### src/rtl/stopwatch_pkg.sv
// Shared types and constants for the MM:SS BCD stopwatch.
//   bcd_t       - one BCD digit (0..9)
//   sw_state_t  - control FSM states
//   tens_of / ones_of - split a small decimal constant into BCD digits
package stopwatch_pkg;

    typedef logic [3:0] bcd_t;

    typedef enum logic [1:0] {
        IDLE = 2'd0,
        RUN  = 2'd1,
        STOP = 2'd2,
        LAP  = 2'd3
    } sw_state_t;

    localparam int SEC_ONES_MAX = 9;
    localparam int SEC_TENS_MAX = 5;
    localparam int MIN_ONES_MAX = 9;
    localparam int MIN_TENS_MAX = 9;

    // Used at elaboration time to turn MAX_MIN into a BCD digit pair.
    function automatic bcd_t tens_of(input int value);
        return bcd_t'((value / 10) % 10);
    endfunction

    function automatic bcd_t ones_of(input int value);
        return bcd_t'(value % 10);
    endfunction

endpackage

### src/rtl/bcd_digit_counter.sv
// Single BCD digit counter that counts 0..MAX and wraps to 0.
// Ports:
//   i_clk      - system clock
//   i_reset_n  - synchronous active-low reset, digit -> 0
//   i_clr      - synchronous clear, digit -> 0 (wins over i_inc)
//   i_inc      - advance the digit by one at this edge
//   o_digit    - current registered digit value
//   o_carry    - combinational: i_inc while the digit sits at MAX, i.e. this
//                edge wraps the digit and the next digit up must advance
module bcd_digit_counter
    import stopwatch_pkg::*;
#(
    parameter int MAX = 9
) (
    input  logic i_clk,
    input  logic i_reset_n,
    input  logic i_clr,
    input  logic i_inc,
    output bcd_t o_digit,
    output logic o_carry
);

    localparam bcd_t MAX_D = bcd_t'(MAX);

    bcd_t digit_reg;

    always_ff @(posedge i_clk) begin
        if (!i_reset_n || i_clr) begin
            digit_reg <= '0;
        end else if (i_inc) begin
            // Wrapping at MAX keeps the digit inside its legal BCD range.
            digit_reg <= (digit_reg == MAX_D) ? '0 : digit_reg + 4'd1;
        end
    end

    assign o_digit = digit_reg;
    assign o_carry = i_inc && (digit_reg == MAX_D);

endmodule

### src/rtl/stopwatch_bcd.sv
// MM:SS stopwatch counting one second per i_tick pulse, 00:00 .. MAX_MIN:59.
// Ports:
//   i_clk         - system clock
//   i_reset_n     - synchronous active-low reset (count, snapshot, FSM)
//   i_tick        - one-cycle time-base pulse; counted in RUN and LAP
//   i_start_stop  - pulse: toggles run/stop
//   i_clear       - pulse: zeroes the count, only honoured in STOP
//   i_lap         - pulse: freeze / unfreeze the display while running
//   o_sec_ones .. o_min_tens - displayed BCD digits (snapshot in LAP, else live)
//   o_running     - high in RUN and LAP
//   o_wrap        - one-cycle pulse in the cycle after MAX_MIN:59 -> 00:00
module stopwatch_bcd
    import stopwatch_pkg::*;
#(
    parameter int MAX_MIN = 59
) (
    input  logic i_clk,
    input  logic i_reset_n,
    input  logic i_tick,
    input  logic i_start_stop,
    input  logic i_clear,
    input  logic i_lap,
    output bcd_t o_sec_ones,
    output bcd_t o_sec_tens,
    output bcd_t o_min_ones,
    output bcd_t o_min_tens,
    output logic o_running,
    output logic o_wrap
);

    localparam bcd_t MAX_MIN_TENS = tens_of(MAX_MIN);
    localparam bcd_t MAX_MIN_ONES = ones_of(MAX_MIN);

    sw_state_t state_reg;
    sw_state_t state_next;
    logic      snap_capture;
    logic      zero_all;

    // ------------------------------------------------------------------
    // Control FSM
    // ------------------------------------------------------------------
    always_ff @(posedge i_clk) begin
        if (!i_reset_n) begin
            state_reg <= IDLE;
        end else begin
            state_reg <= state_next;
        end
    end

    // Priority clear > start_stop > lap is applied among the pulses that
    // have an effect in the current state; a pulse that a state ignores
    // does not mask a lower-priority one.
    always_comb begin
        state_next   = state_reg;
        snap_capture = 1'b0;
        zero_all     = 1'b0;
        case (state_reg)
            IDLE: begin
                if (i_start_stop) begin
                    state_next = RUN;
                end
            end
            RUN: begin
                if (i_start_stop) begin
                    state_next = STOP;
                end else if (i_lap) begin
                    state_next   = LAP;
                    snap_capture = 1'b1;
                end
            end
            LAP: begin
                if (i_start_stop) begin
                    state_next = STOP;
                end else if (i_lap) begin
                    state_next = RUN;
                end
            end
            STOP: begin
                if (i_clear) begin
                    state_next = IDLE;
                    zero_all   = 1'b1;
                end else if (i_start_stop) begin
                    state_next = RUN;
                end
            end
            default: begin
                state_next = IDLE;
            end
        endcase
    end

    // ------------------------------------------------------------------
    // Live count: sec_ones -> sec_tens -> min_ones -> min_tens
    // ------------------------------------------------------------------
    // Counting qualifies on the current state, so a tick that coincides
    // with leaving RUN/LAP still counts and one that coincides with
    // entering RUN from STOP/IDLE does not.
    logic count_en;
    assign count_en = i_tick && ((state_reg == RUN) || (state_reg == LAP));

    bcd_t live_sec_ones;
    bcd_t live_sec_tens;
    bcd_t live_min_ones;
    bcd_t live_min_tens;
    logic sec_ones_carry;
    logic sec_tens_carry;
    logic min_ones_carry;
    logic min_tens_carry;
    logic min_at_max;
    logic wrap_event;
    logic min_ones_inc;
    logic min_clr;

    // Minutes are a plain 00..99 BCD pair; the wrap point is enforced here
    // by clearing both digits instead of letting them advance.
    assign min_at_max   = (live_min_tens == MAX_MIN_TENS) && (live_min_ones == MAX_MIN_ONES);
    assign wrap_event   = sec_tens_carry && min_at_max;
    assign min_ones_inc = sec_tens_carry && !min_at_max;
    assign min_clr      = zero_all || wrap_event;

    bcd_digit_counter #(.MAX(SEC_ONES_MAX)) u_sec_ones (
        .i_clk     (i_clk),
        .i_reset_n (i_reset_n),
        .i_clr     (zero_all),
        .i_inc     (count_en),
        .o_digit   (live_sec_ones),
        .o_carry   (sec_ones_carry)
    );

    bcd_digit_counter #(.MAX(SEC_TENS_MAX)) u_sec_tens (
        .i_clk     (i_clk),
        .i_reset_n (i_reset_n),
        .i_clr     (zero_all),
        .i_inc     (sec_ones_carry),
        .o_digit   (live_sec_tens),
        .o_carry   (sec_tens_carry)
    );

    bcd_digit_counter #(.MAX(MIN_ONES_MAX)) u_min_ones (
        .i_clk     (i_clk),
        .i_reset_n (i_reset_n),
        .i_clr     (min_clr),
        .i_inc     (min_ones_inc),
        .o_digit   (live_min_ones),
        .o_carry   (min_ones_carry)
    );

    bcd_digit_counter #(.MAX(MIN_TENS_MAX)) u_min_tens (
        .i_clk     (i_clk),
        .i_reset_n (i_reset_n),
        .i_clr     (min_clr),
        .i_inc     (min_ones_carry),
        .o_digit   (live_min_tens),
        .o_carry   (min_tens_carry)
    );

    // The top minute digit never needs to carry further; the wrap is
    // detected via min_at_max above.
    logic unused_carry;
    assign unused_carry = min_tens_carry;

    // ------------------------------------------------------------------
    // Wrap pulse, registered so it appears alongside the 00:00 count
    // ------------------------------------------------------------------
    logic wrap_reg;

    always_ff @(posedge i_clk) begin
        if (!i_reset_n) begin
            wrap_reg <= 1'b0;
        end else begin
            wrap_reg <= wrap_event;
        end
    end

    // ------------------------------------------------------------------
    // Lap snapshot and display mux
    // ------------------------------------------------------------------
    bcd_t live_digits [4];
    bcd_t disp_digits [4];
    logic show_snapshot;

    assign live_digits[0] = live_sec_ones;
    assign live_digits[1] = live_sec_tens;
    assign live_digits[2] = live_min_ones;
    assign live_digits[3] = live_min_tens;
    assign show_snapshot  = (state_reg == LAP);

    generate
        for (genvar gi = 0; gi < 4; gi++) begin : g_snap
            bcd_t snap_reg;

            // Captures the pre-edge live value, i.e. the count shown at the
            // moment lap was pressed.
            always_ff @(posedge i_clk) begin
                if (!i_reset_n || zero_all) begin
                    snap_reg <= '0;
                end else if (snap_capture) begin
                    snap_reg <= live_digits[gi];
                end
            end

            assign disp_digits[gi] = show_snapshot ? snap_reg : live_digits[gi];
        end
    endgenerate

    assign o_sec_ones = disp_digits[0];
    assign o_sec_tens = disp_digits[1];
    assign o_min_ones = disp_digits[2];
    assign o_min_tens = disp_digits[3];
    assign o_running  = (state_reg == RUN) || (state_reg == LAP);
    assign o_wrap     = wrap_reg;

endmodule

### config.mk
export PLATFORM = sky130hd
export DESIGN_NAME = stopwatch_bcd
export DESIGN_NICKNAME = d
export VERILOG_FILES = /design/src/rtl/stopwatch_pkg.sv /design/src/rtl/bcd_digit_counter.sv /design/src/rtl/stopwatch_bcd.sv
export SDC_FILE = /design/constraint.sdc
export NUM_CORES = 1
export LEC_CHECK = 0
export CORE_MARGIN = 2
export CORE_UTILIZATION = 45
export DETAILED_ROUTE_END_ITERATION = 12
export PLACE_DENSITY = 0.77
export RECOVER_POWER = 50
export SLEW_MARGIN = 0
export SYNTH_ARGS = -nofsm -noshare
export SYNTH_HDL_FRONTEND = slang
export SYNTH_SLANG_ARGS = --single-unit
### constraint.sdc
create_clock -name i_clk -period 3.9 [get_ports i_clk]
set_input_delay 0.78 -clock i_clk [delete_from_list [all_inputs] [get_ports i_clk]]
set_output_delay 0.78 -clock i_clk [all_outputs]
set_load 0.05 [all_outputs]
Word-level counts from Yosys, hierarchy flattened
Index checks and enable logic that the tools add are counted.
Widths: inputs -> output; s select.
- shifts and indexed selects: 0
- multipliers: 0
- equality and inequality tests: 10
- order comparisons: 0
- reduce and logical (&&, ||, !) cells: 15
- add/subtract/negate cells: 4
- bitwise operators: 0
- muxes and demuxes: 20
- divide/modulo/power cells: 0
- operators with widths (cell ; count):
    $mux 4 ; 8
    $add 4x1->4 const B ; 4
    $eq 4x4->1 const B ; 3
    $mux 2 ; 6
    $eq 4x3->1 const B ; 2
    $pmux 2 s4 ; 1
    $logic_and 1x1->1 ; 7
    $ne 3x3->1 const B ; 2
    $mux 1 ; 5
    $eq 2x2->1 const B ; 2
    $logic_or 1x1->1 ; 4
    $eq 2x1->1 const B ; 1
    $logic_not 1->1 ; 2
    $logic_not 2->1 ; 1
    $reduce_and 2->1 ; 1
- RAM bits: 0
- bits in read-only memories: 0
- memories kept: 0
- word-level logic and storage cells: 59
- bits in latches: 0
- output and inout bits: 18
- register bits: 35

Logic depth before layout (Yosys ltp)
Gate-level depths: netlist of the first run.
- depth after elaboration: 8
- mapped depth: 6

Hierarchy
A second synthesis of the first run with hierarchy kept.
- cell total of the unflattened synthesis: 199
- area, all modules: 1780.5 um^2
- by module, submodules not included (module ; times used ; seq. area each (um^2) ; cells an instance ; area an instance (um^2)):
    stopwatch_bcd ; 1 ; 380.4 ; 113 ; 1016.0
    bcd_digit_counter (u_min_ones ...) ; 3 ; 80.1 ; 22 ; 193.9
    bcd_digit_counter (u_sec_tens) ; 1 ; 80.1 ; 20 ; 182.7

Worst setup path before layout of the first run
OpenSTA, ideal clock, no wires.
- path type: flip-flop to output port
- from: register state_reg[0]
- to: output o_min_ones[0]
- setup slack: 1.765 ns
- stages on the path, launching flop included: 5
- arrival time: 1.355 ns
- cells stage by stage: dfxtp_1 > buf_2 > nand2_1 > buf_2 > mux2_2
- cells in the longest elaborated chain, start to end: 2
- ends and longest elaborated chain (what ; line ; RTL):
    start: declaration ; stopwatch_bcd.sv:34 ; sw_state_t state_reg;
    start signal: assignment ; stopwatch_bcd.sv:46 ; state_reg <= state_next;
    $eq 2x2->1 ; stopwatch_bcd.sv:186 ; assign show_snapshot = (state_reg == LAP);
    $mux 4 ; stopwatch_bcd.sv:202 ; assign disp_digits[gi] = show_snapshot ? snap_reg : live_digits[gi];
    end: declaration ; stopwatch_bcd.sv:25 ; output bcd_t o_min_ones,
Every way passes these cells.

Worst setup path after layout of the first run
- from: register state_reg[0]
- to: output o_min_tens[2]
- cells in the longest elaborated chain, start to end: 2
- ends and longest elaborated chain (what ; line ; RTL):
    $eq 2x2->1 ; stopwatch_bcd.sv:186 ;
    $mux 4 ; stopwatch_bcd.sv:202 ;
    end: declaration ; stopwatch_bcd.sv:26 ; output bcd_t o_min_tens,
Every way passes these cells.

==> results of run 1 <==
[worst max-delay path: stages, from the launching register on]
cell and delay [ns]:
dfxtp_1 0.51, nand2_1 0.48, mux2_2 0.37, clkdlybuf4s50_1 0.80
[power breakdown]
group          internal (mW)  switching (mW)
Clock                  0.125           0.130
Sequential             0.360         0.00529
Combinational         0.0158          0.0285
Total                  0.501           0.164
[cell type report]
type,instances,share of cell area
clock buffers,6,0.0358
clock inverters,2,0.00617
inverters,4,0.00740
multi-input cells,149,0.460
flip-flops and latches,35,0.345
well taps,48,0.0296
repair buffers,24,0.115
[layer usage]
metal,vias up,share of wire
li1,727,-
met1,620,0.49
met2,22,0.45
met3,8,0.031
met4,0,0.028
met5,-,0
[through the flow]
| step | instance area, sq um | setup slack (ns) |
|---|---|---|
| final | 2030 | 0.668 |
| after global routing | 2030 | 0.535 |
| after CTS | 2040 | 0.649 |
| after detailed placement | 1950 | 0.940 |
| after global placement | 1950 | 0.991 |
| after floorplan | 1720 | 1.77 |
[kinds of logic (layout without fill, tap and decap cells)]
family                    Yosys count  after routing  synth area share
AOI/OAI and AO/OA                  33             33             0.105
xor gates and xnor gates            8              8            0.0407
buffers and inverters              16             36            0.0487
DFF                                35             35             0.407
muxes                              19             19             0.122
and+or+nand+nor                    89             89             0.277
[worst max path at each step]
stage                         startpoint       endpoint  slack [ns]
6_report       state_reg[0]$_SDFFE_PN0P_  o_min_tens[2]        0.67
5_1_grt        state_reg[0]$_SDFFE_PN0P_  o_min_ones[0]        0.53
4_1_cts        state_reg[0]$_SDFFE_PN0P_  o_min_tens[2]        0.65
3_5_place_dp   state_reg[0]$_SDFFE_PN0P_  o_min_tens[2]        0.94
3_3_place_gp   state_reg[0]$_SDFFE_PN0P_  o_min_ones[0]        0.99
2_1_floorplan  state_reg[0]$_SDFFE_PN0P_  o_min_ones[0]        1.77
[cell usage in the layout (no fill, tap or decap), types with 2 or more instances in the layout]
cell type        instances
xor2_1                   4
a21oi_1                 22
dlygate4sd3_1            3
nand2_1                 42
mux2_2                  16
nor2_1                  11
nor2b_1                  4
inv_1                    4
and3_1                   2
and4bb_2                 2
nand3b_1                 2
or3_1                    3
o21ai_0                  6
nand4_1                  3
nand3_1                  5
xnor2_1                  4
clkbuf_1                 2
dfxtp_1                 35
nor3_1                   3
nor4_1                   2
clkdlybuf4s50_1         20
clkbuf_8                 5
nor3b_1                  3
mux2i_1                  3
==> summary.txt, run 1 <==
Floorplanning
  – Die H: about 66 um
  – Core area: 3660 sq um
  – I/O pin cnt: 24
  – Row count: 22
  – Die width: 65.9 um
  – Full die area: 4340 sq um
  – Initial Utilization: 0.471

Global routing
  – First-pass GRT wire length: 5.49 mm
  – GRT Max-Usage Layer: met2
  – Vias in the first global route: roughly 1200
  – GR met2 Demand/Resource: 0.260
  – Initial antenna violation count: 0
  – Met3 usage: 0.0358
  – Largest net degree at the start of global routing: 21
  – GRT overflow: 0
  – Met1 Usage GRT: 0.216
  – GRT Total Usage: 0.170

Cells and area
  – Storage cell area: 701 sq um
  – Area grow syn2layout: 17.7%
  – Nets@finish: between 200 and 250
  – Multi-input combinational cell area: between 900 and 1000 sq um
  – Layout Utilization: 0.554
  – Ratio of cells with drive above 1 in the final layout: 0.132
  – Max FFs per register: 16
  – Antenna Cells: 0
  – # fillers: between 300 and 400
  – Fin cells: ~270

Critical path
  – Critical path type: flip-flop to primary output
  – Worst R2R End: u_sec_tens.o_digit[3]$_SDFFE_PP0P_
  – CP max FO: 16
  – Worst setup SP type: flip-flop
  – R2R Setup Slk: between 1.5 and 2 ns
  – CP Data Required Time: 3.12 ns
  – Crit path capture type: primary output
  – Crit path DAT: around 2.5 ns
  – Worst R2R Start: state_reg[0]$_SDFFE_PN0P_
  – FF-to-FF path depth: 4

Timing
  – Rel. slew slack: 0.410
  – Least-Margin Pin Slew: ~0.9 ns
  – Fin. max-slew vios: 0
  – # setup viols final: 0
  – Worst Skew: about 0.0062 ns
  – Setup TNS: 0 ns
  – Fmax: a little over 300 MHz
  – Final hold violations: 0
  – Fin crit period: 3.23 ns
  – Final period util: 0.829
  – RSZ-0062 raised after global routing: no
  – Smallest hold slack: ~0.46 ns

Detailed routing
  – DRT iter0 DRCs: 97
  – WL/cell: between 10 and 15 um
  – Via density: 5.14
  – Post-Route WL: ~3.3 mm
  – Vias: 1377
  – Residual DRC: 0
  – DRT Pass-1 Iters: 4
  – Final ANT Viol Nets: 0

CTS
  – H-tree levels: 2
  – CTS tree: done
  – CTS Buf Count: 5
  – Root buffer cell: clkbuf_8
  – CTS Sinks: 35
  – Worst-path clk slew: ~0.070 ns
  – CTS Buffer Depth: 2
  – Setup Buffers After CTS: 0
  – CTS resizes: 0
  – CTS Hold Bufs: 0
  – Worst-Skew Late Latency: 0.29 ns

Synthesis
  – Top cell type by total area after synthesis: dfxtp_1
  – Post-synth EDFFs: 0
  – Area share of the leading cell type in the synthesized netlist: 0.407
  – Synth async-reset ratio: 0
  – Post-Synthesis Cells: 200
  – Synth top area cells: dfxtp_1 (41%), mux2_2 (10%), nand2_1 (9.2%)
  – Post-synth top cells: nand2_1 (42), dfxtp_1 (35), a21oi_1 (22), mux2_2 (16), nor2_1 (11)
  – Post-synth net total: 206
  – Post-synthesis cell area: roughly 1700 sq um
  – Synth warn: 0
  – Post-Syn Area per Cell: 8.61 sq um
  – Ys flop type: dfxtp_1
  – #FFs+latches synth: 35
  – Synth cell types: 38
  – Most frequent cell after synthesis: nand2_1
  – Sequential area share after synthesis: 0.407

Flow run
  – MaxCap Viol Count: 0

Place
  – GPL Wtd Cong: around 0.76
  – DP Wirelength: between 2 and 2.5 mm
  – I/O Buffers: 23
  – Dpl cells: 260

Min path
  – Hold path endpoint: g_snap[0].snap_reg[1]$_SDFFE_PP0P_
  – Cell depth of the worst hold path: 2
  – Hold_sp: g_snap[0].snap_reg[1]$_SDFFE_PP0P_
  – Hold Crit Class: flip-flop to flip-flop

Status
  – Status: completed

Power and ir drop
  – Leak pwr: approximately 0.72 nW
  – Tot Pwr: roughly 0.66 mW
  – PD cells: between 300 and 400 nW/um^2
  – Peak supply drop: ~0.27 mV
No activity file was read; power rests on OpenSTA's default activity.
==> run 2: changes to the inputs <==
==> constraint.sdc (replaced) <==
create_clock -name i_clk -period 3.35 [get_ports i_clk]
set_input_delay 0.67 -clock i_clk [delete_from_list [all_inputs] [get_ports i_clk]]
set_output_delay 0.67 -clock i_clk [all_outputs]
set_load 0.05 [all_outputs]
==> summary.txt, run 2 (synthesis results as in run 1) <==
CTS
  – CTS Buf Count: 5 (unchanged)
  – Worst-Skew Late Latency: 0.28 ns (was 0.29 ns)
  – CTS Buffer Depth: 2 (unchanged)
  – Root buffer cell: clkbuf_8 (unchanged)
  – CTS tree: done (unchanged)
  – CTS Hold Bufs: 0 (unchanged)
  – CTS resizes: 0 (unchanged)
  – Setup Buffers After CTS: 0 (unchanged)
  – H-tree levels: 2 (unchanged)
  – Worst-path clk slew: 0.06 ns (was 0.07 ns)
  – CTS Sinks: 35 (unchanged)

Cells and area
  – Area grow syn2layout: 17.0% (was 17.7%)
  – Most frequent cells in the layout: nand2_1 (42), dfxtp_1 (35), a21oi_1 (22) (unchanged)
  – Nets@finish: 227 (was 225)
  – # fillers: 340 (was 344)
  – Ratio of cells with drive above 1 in the final layout: 0.132 (unchanged)
  – Fin cells: 268 (unchanged)
  – Max FFs per register: 16 (unchanged)
  – Design area: 2020 sq um (was 2030 sq um)
  – Antenna Cells: 0 (unchanged)
  – Layout Utilization: 0.551 (was 0.554)
  – Most common cell after layout, fill and taps aside: nand2_1 (unchanged)

Floorplanning
  – I/O pin cnt: 24 (unchanged)
  – Die H: 65.9 um (unchanged)
  – Full die area: 4340 sq um (unchanged)
  – Initial Utilization: 0.471 (unchanged)
  – Die width: 65.9 um (unchanged)
  – Core area: 3660 sq um (unchanged)
  – Row count: 22 (unchanged)

Place
  – DP Wirelength: 2.29 mm (was 2.26 mm)
  – Post-DP Area: 1970 sq um (was 1950 sq um)
  – I/O Buffers: 23 (unchanged)
  – DP Worst Slack: 0.900 ns (was 0.940 ns)
  – GPL Wtd Cong: 0.789 (was 0.761)
  – Dpl cells: 262 (was 260)

Critical path
  – Worst R2R End: u_sec_tens.o_digit[3]$_SDFFE_PP0P_ (unchanged)
  – Worst R2R Start: state_reg[0]$_SDFFE_PN0P_ (unchanged)
  – CP max FO: 16 (unchanged)
  – CP Data Required Time: 2.68 ns (was 3.12 ns)
  – Crit path DAT: 1.99 ns (was 2.45 ns)
  – R2R Setup Slk: 1.40 ns (was 1.99 ns)
  – Critical path type: flip-flop to primary output (unchanged)
  – Crit path capture type: primary output (unchanged)
  – Worst setup SP type: flip-flop (unchanged)
  – FF-to-FF path depth: 5 (was 4)

Timing
  – Fin. max-slew vios: 0 (unchanged)
  – Fin crit period: about 2.7 ns
  – Final hold violations: 0 (unchanged)
  – Final period util: 0.794
  – Final worst slack: 0.690 ns (was 0.668 ns)
  – Least-Margin Pin Slew: 0.888 ns (was 0.885 ns)
  – RSZ-0062 raised after global routing: no (unchanged)
  – Worst Skew: 0.00496 ns (was 0.00621 ns)
  – Rel. slew slack: 0.408 (was 0.410)
  – Fmax: about 380 MHz
  – # setup viols final: 0 (unchanged)
  – Smallest hold slack: 0.454 ns (was 0.456 ns)
  – Setup TNS: 0 ns (unchanged)

Global routing
  – Vias in the first global route: 1271 (was 1205)
  – Largest net degree at the start of global routing: 21 (unchanged)
  – GRT Total Usage: 0.176 (was 0.170)
  – First-pass GRT wire length: 5.78 mm (was 5.49 mm)
  – Initial antenna violation count: 0 (unchanged)
  – GRT overflow: 0 (unchanged)

Detailed routing
  – Post-Route WL: 3.43 mm (was 3.34 mm)
  – Residual DRC: 0 (unchanged)
  – DRT iter0 DRCs: 79 (was 97)
  – DRT Pass-1 Iters: 4 (unchanged)
  – Vias: 1396 (was 1377)
  – WL/cell: 12.8 um (was 12.5 um)
  – Final ANT Viol Nets: 0 (unchanged)
  – Via density: 5.21 (was 5.14)

Min path
  – Hold path endpoint: g_snap[1].snap_reg[3]$_SDFFE_PP0P_ (was g_snap[0].snap_reg[1]$_SDFFE_PP0P_)
  – Cell depth of the worst hold path: 2 (unchanged)
  – Hold_sp: g_snap[1].snap_reg[3]$_SDFFE_PP0P_ (was g_snap[0].snap_reg[1]$_SDFFE_PP0P_)
  – Hold Crit Class: flip-flop to flip-flop (unchanged)

Power and ir drop
  – Peak supply drop: 0.233 mV (was 0.269 mV)
  – PD cells: 372 nW/um^2 (was 328 nW/um^2)
  – Tot Pwr: 0.749 mW (was 0.664 mW)
  – Leak pwr: 0.712 nW (was 0.719 nW)

Status
  – Status: completed (unchanged)

Flow run
  – MaxCap Viol Count: 0 (unchanged)
## run 2: report_power, final
group | total (mW) | leakage, nW | switching (mW) | internal, mW
clock | 0.269 | 0.0371 | 0.130 | 0.138
combinational | 0.0577 | 0.393 | 0.0374 | 0.0203
sequential | 0.423 | 0.282 | 0.00313 | 0.420
## run 2: worst max-delay path by stage
| stage | start | to | slack, ns | cells after the start |
|---|---|---|---|---|
| final | state_reg[1]$_SDFFE_PN0P_ | o_sec_tens[0] | 0.69 | 4 |
| after CTS | state_reg[1]$_SDFFE_PN0P_ | o_sec_tens[0] | 0.68 | 4 |
| after global placement | i_tick | u_min_ones.o_digit[3]$_SDFFE_PP0P_ | 0.95 | 5 |
| after detailed placement | i_tick | u_min_ones.o_digit[3]$_SDFFE_PP0P_ | 0.90 | 5 |
| after global routing | state_reg[1]$_SDFFE_PN0P_ | o_sec_tens[0] | 0.64 | 4 |
| after floorplan | state_reg[0]$_SDFFE_PN0P_ | o_min_ones[0] | 1.33 | 4 |
## run 2: critical path, cell delays in order, from the launching register on
cell and delay (ns):
dfxtp_1 0.33, nand2_1 0.06, buf_4 0.25, mux2_2 0.37
clkdlybuf4s50_1 0.70
## run 2: routing by layer
| layer | up-vias | GRT usage | part of all wire |
|---|---|---|---|
| met3 | 4 | 0.0511 | 0.040 |
| met1 | 636 | 0.226 | 0.51 |
| li1 | 729 | - | - |
| met4 | 0 | 0.0807 | 0.018 |
| met2 | 27 | 0.270 | 0.43 |
| met5 | - | 0 | 0 |
## run 2: final cells by class
type                    count  area (sq um)  share of cell area
repair buffers             26           249               0.124
well taps                  48          60.1              0.0298
inverters                   4          15.0             0.00745
flip-flops and latches     35           701               0.348
clock buffers               6          72.6              0.0360
multi-input cells         149           918               0.456
==> run 3: changes to the inputs <==
--- a/config.mk
+++ b/config.mk
@@ -8,7 +8,7 @@
 export CORE_MARGIN = 2
 export CORE_UTILIZATION = 45
 export DETAILED_ROUTE_END_ITERATION = 12
-export PLACE_DENSITY = 0.77
+export PLACE_DENSITY = 0.79
 export RECOVER_POWER = 50
 export SLEW_MARGIN = 0
 export SYNTH_ARGS = -nofsm -noshare
==> constraint.sdc (replaced) <==
create_clock -name i_clk -period 2.1 [get_ports i_clk]
set_input_delay 0.42 -clock i_clk [delete_from_list [all_inputs] [get_ports i_clk]]
set_output_delay 0.42 -clock i_clk [all_outputs]
set_load 0.05 [all_outputs]
==> summary.txt, run 3 (synthesis results as in run 1) <==
Global routing
  – Initial antenna violation count: 0 (unchanged)
  – First-pass GRT wire length: 6.39 mm (was 5.78 mm)
  – GRT overflow: 0 (unchanged)
  – GRT Total Usage: 0.193 (was 0.176)
  – Largest net degree at the start of global routing: 21 (unchanged)
  – Vias in the first global route: 1412 (was 1271)

Critical path
  – Crit-path max cell delay: 0.37 ns (was 0.70 ns)
  – Worst setup SP type: flip-flop (unchanged)
  – Critical path type: flip-flop to primary output (unchanged)
  – Buffers & Inverters on Critical Path: 2 (unchanged)
  – Crit path capture type: primary output (unchanged)
  – CP top delay family: multiplexers (was buffers and inverters)
  – Crit-path most repeated cell: buf_12
  – CP Data Required Time: 1.68 ns (was 2.68 ns)
  – CP max FO: 12 (was 16)
  – Crit path DAT: 1.59 ns (was 1.99 ns)
  – Slowest cell on crit path: mux2_2 (was clkdlybuf4s50_1)
  – Cells along the critical path: nand2_1 -> buf_12 -> mux2_2 -> buf_12 (was nand2_1 -> buf_4 -> mux2_2 -> clkdlybuf4s50_1)

CTS
  – CTS Buf Count: 5 (unchanged)
  – Worst-path clk slew: 0.07 ns (was 0.06 ns)
  – CTS tree: done (unchanged)
  – CTS Hold Bufs: 0 (unchanged)
  – CTS Sinks: 35 (unchanged)
  – CTS resizes: 0 (unchanged)
  – Root buffer cell: clkbuf_8 (unchanged)
  – Setup Buffers After CTS: 0 (unchanged)
  – Worst-Skew Late Latency: 0.29 ns (was 0.28 ns)
  – CTS Buffer Depth: 2 (unchanged)
  – H-tree levels: 2 (unchanged)

Min path
  – Hold Crit Class: flip-flop to flip-flop (unchanged)

Power and ir drop
  – PD cells: 549 nW/um^2 (was 372 nW/um^2)
  – Tot Pwr: 1.23 mW (was 0.749 mW)
  – Leak pwr: 0.823 nW (was 0.712 nW)
  – Peak supply drop: 0.450 mV (was 0.233 mV)

Timing
  – Final hold violations: 0 (unchanged)
  – RSZ-0062 raised after global routing: no (unchanged)
  – Fmax: between 400 and 500 MHz
  – Setup TNS: 0 ns (unchanged)
  – # setup viols final: 0 (unchanged)
  – Rel. slew slack: 0.429 (was 0.408)
  – Final period util: 0.956
  – Fin crit period: 2.01 ns
  – Fin. max-slew vios: 0 (unchanged)
  – Worst Skew: 0.00290 ns (was 0.00496 ns)
  – Least-Margin Pin Slew: 0.857 ns (was 0.888 ns)

Detailed routing
  – Final ANT Viol Nets: 0 (unchanged)
  – Post-Route WL: 3.78 mm (was 3.43 mm)
  – WL/cell: 13.9 um (was 12.8 um)
  – Residual DRC: 0 (unchanged)
  – Via density: 5.45 (was 5.21)
  – DRT Pass-1 Iters: 4 (unchanged)
  – Vias: 1489 (was 1396)
  – DRT iter0 DRCs: 44 (was 79)

Flow run
  – MaxCap Viol Count: 0 (unchanged)

Floorplanning
  – Core area: 3660 sq um (unchanged)
  – Row count: 22 (unchanged)
  – I/O pin cnt: 24 (unchanged)
  – Full die area: 4340 sq um (unchanged)
  – Initial Utilization: 0.471 (unchanged)
  – Die width: 65.9 um (unchanged)
  – Die H: 65.9 um (unchanged)

Cells and area
  – Area grow syn2layout: 29.6% (was 17.0%)
  – Multi-input combinational cell area: 938 sq um (was 918 sq um)
  – # fillers: 304 (was 340)
  – Most frequent cells in the layout: nand2_1 (42), dfxtp_1 (35), a21oi_1 (22) (unchanged)
  – Ratio of cells with drive above 1 in the final layout: 0.227 (was 0.132)
  – Antenna Cells: 0 (unchanged)
  – Storage cell area: 701 sq um (unchanged)
  – Nets@finish: 232 (was 227)
  – Max FFs per register: 16 (unchanged)
  – Most common cell after layout, fill and taps aside: nand2_1 (unchanged)

Place
  – DP Wirelength: 2.58 mm (was 2.29 mm)
  – GPL Wtd Cong: 0.795 (was 0.789)
  – I/O Buffers: 23 (unchanged)

Status
  – Status: completed (unchanged)
==> run 3: cell count changes in the layout (fill, tap and decap cells not counted) <==
cell             previous run  this run
buf_12                      0        17
clkdlybuf4s50_1            18         4
dlygate4sd3_1               5         2
buf_4                       2         4
clkbuf_1                    2         4
and3_1                      2         1
and3_4                      0         1
clkbuf_2                    0         1
nand4_1                     4         3
nand4_4                     0         1
==> run 3: worst register-to-register path, stage by stage, from the launching register on <==
cell      delay, ns
dfxtp_1        0.38
and4bb_1       0.50
and3_4         0.28
a311oi_1       0.11
or3_1          0.39
==> run 3: through the flow <==
stage	instances	utilization	cell area, sq um	setup WS [ns]	hold slack [ns]
after floorplan	200	-	1720	0.325	0.434
after global placement	267	0.594	2170	0.103	0.439
after detailed placement	267	0.594	2170	0.0833	0.446
after CTS	273	0.614	2250	0.0747	0.455
after global routing	273	0.610	2230	0.0197	0.472
final	273	0.610	2230	0.0929	0.453
==> run 3: power by group <==
group	total, mW	internal, mW	switching [mW]
Clock	0.448	0.221	0.227
Combinational	0.102	0.0394	0.0626
Sequential	0.675	0.670	0.00560
Total	1.23	0.930	0.295
==> run 3: final cells by class <==
cell class,count,share of cell area
multi-input cells,149,0.420
clock buffers,6,0.0325
repair buffers,31,0.200
well taps,48,0.0269
flip-flops and latches,35,0.314
inverters,4,0.00672
==> run 3: path summary, 6_finish.rpt <==
check | depth (start not counted) | end | startpoint | slack, ns
worst max-delay path | 4 | o_sec_tens[3] | state_reg[1]$_SDFFE_PN0P_ | 0.09
worst min-delay path | 2 | g_snap[0].snap_reg[2]$_SDFFE_PP0P_ | g_snap[0].snap_reg[2]$_SDFFE_PP0P_ | 0.45
worst max register to register | 4 | u_min_ones.o_digit[3]$_SDFFE_PP0P_ | u_sec_ones.o_digit[1]$_SDFFE_PP0N_ | 0.33
worst min register to register | 2 | g_snap[0].snap_reg[2]$_SDFFE_PP0P_ | g_snap[0].snap_reg[2]$_SDFFE_PP0P_ | 0.45
==> run 3: routing by layer <==
layer	up-vias	GRT usage	share of wire
met2	42	0.316	0.49
li1	738	-	-
met4	0	0.122	0.032
met1	697	0.230	0.45
met5	-	0	0
met3	12	0.0392	0.035
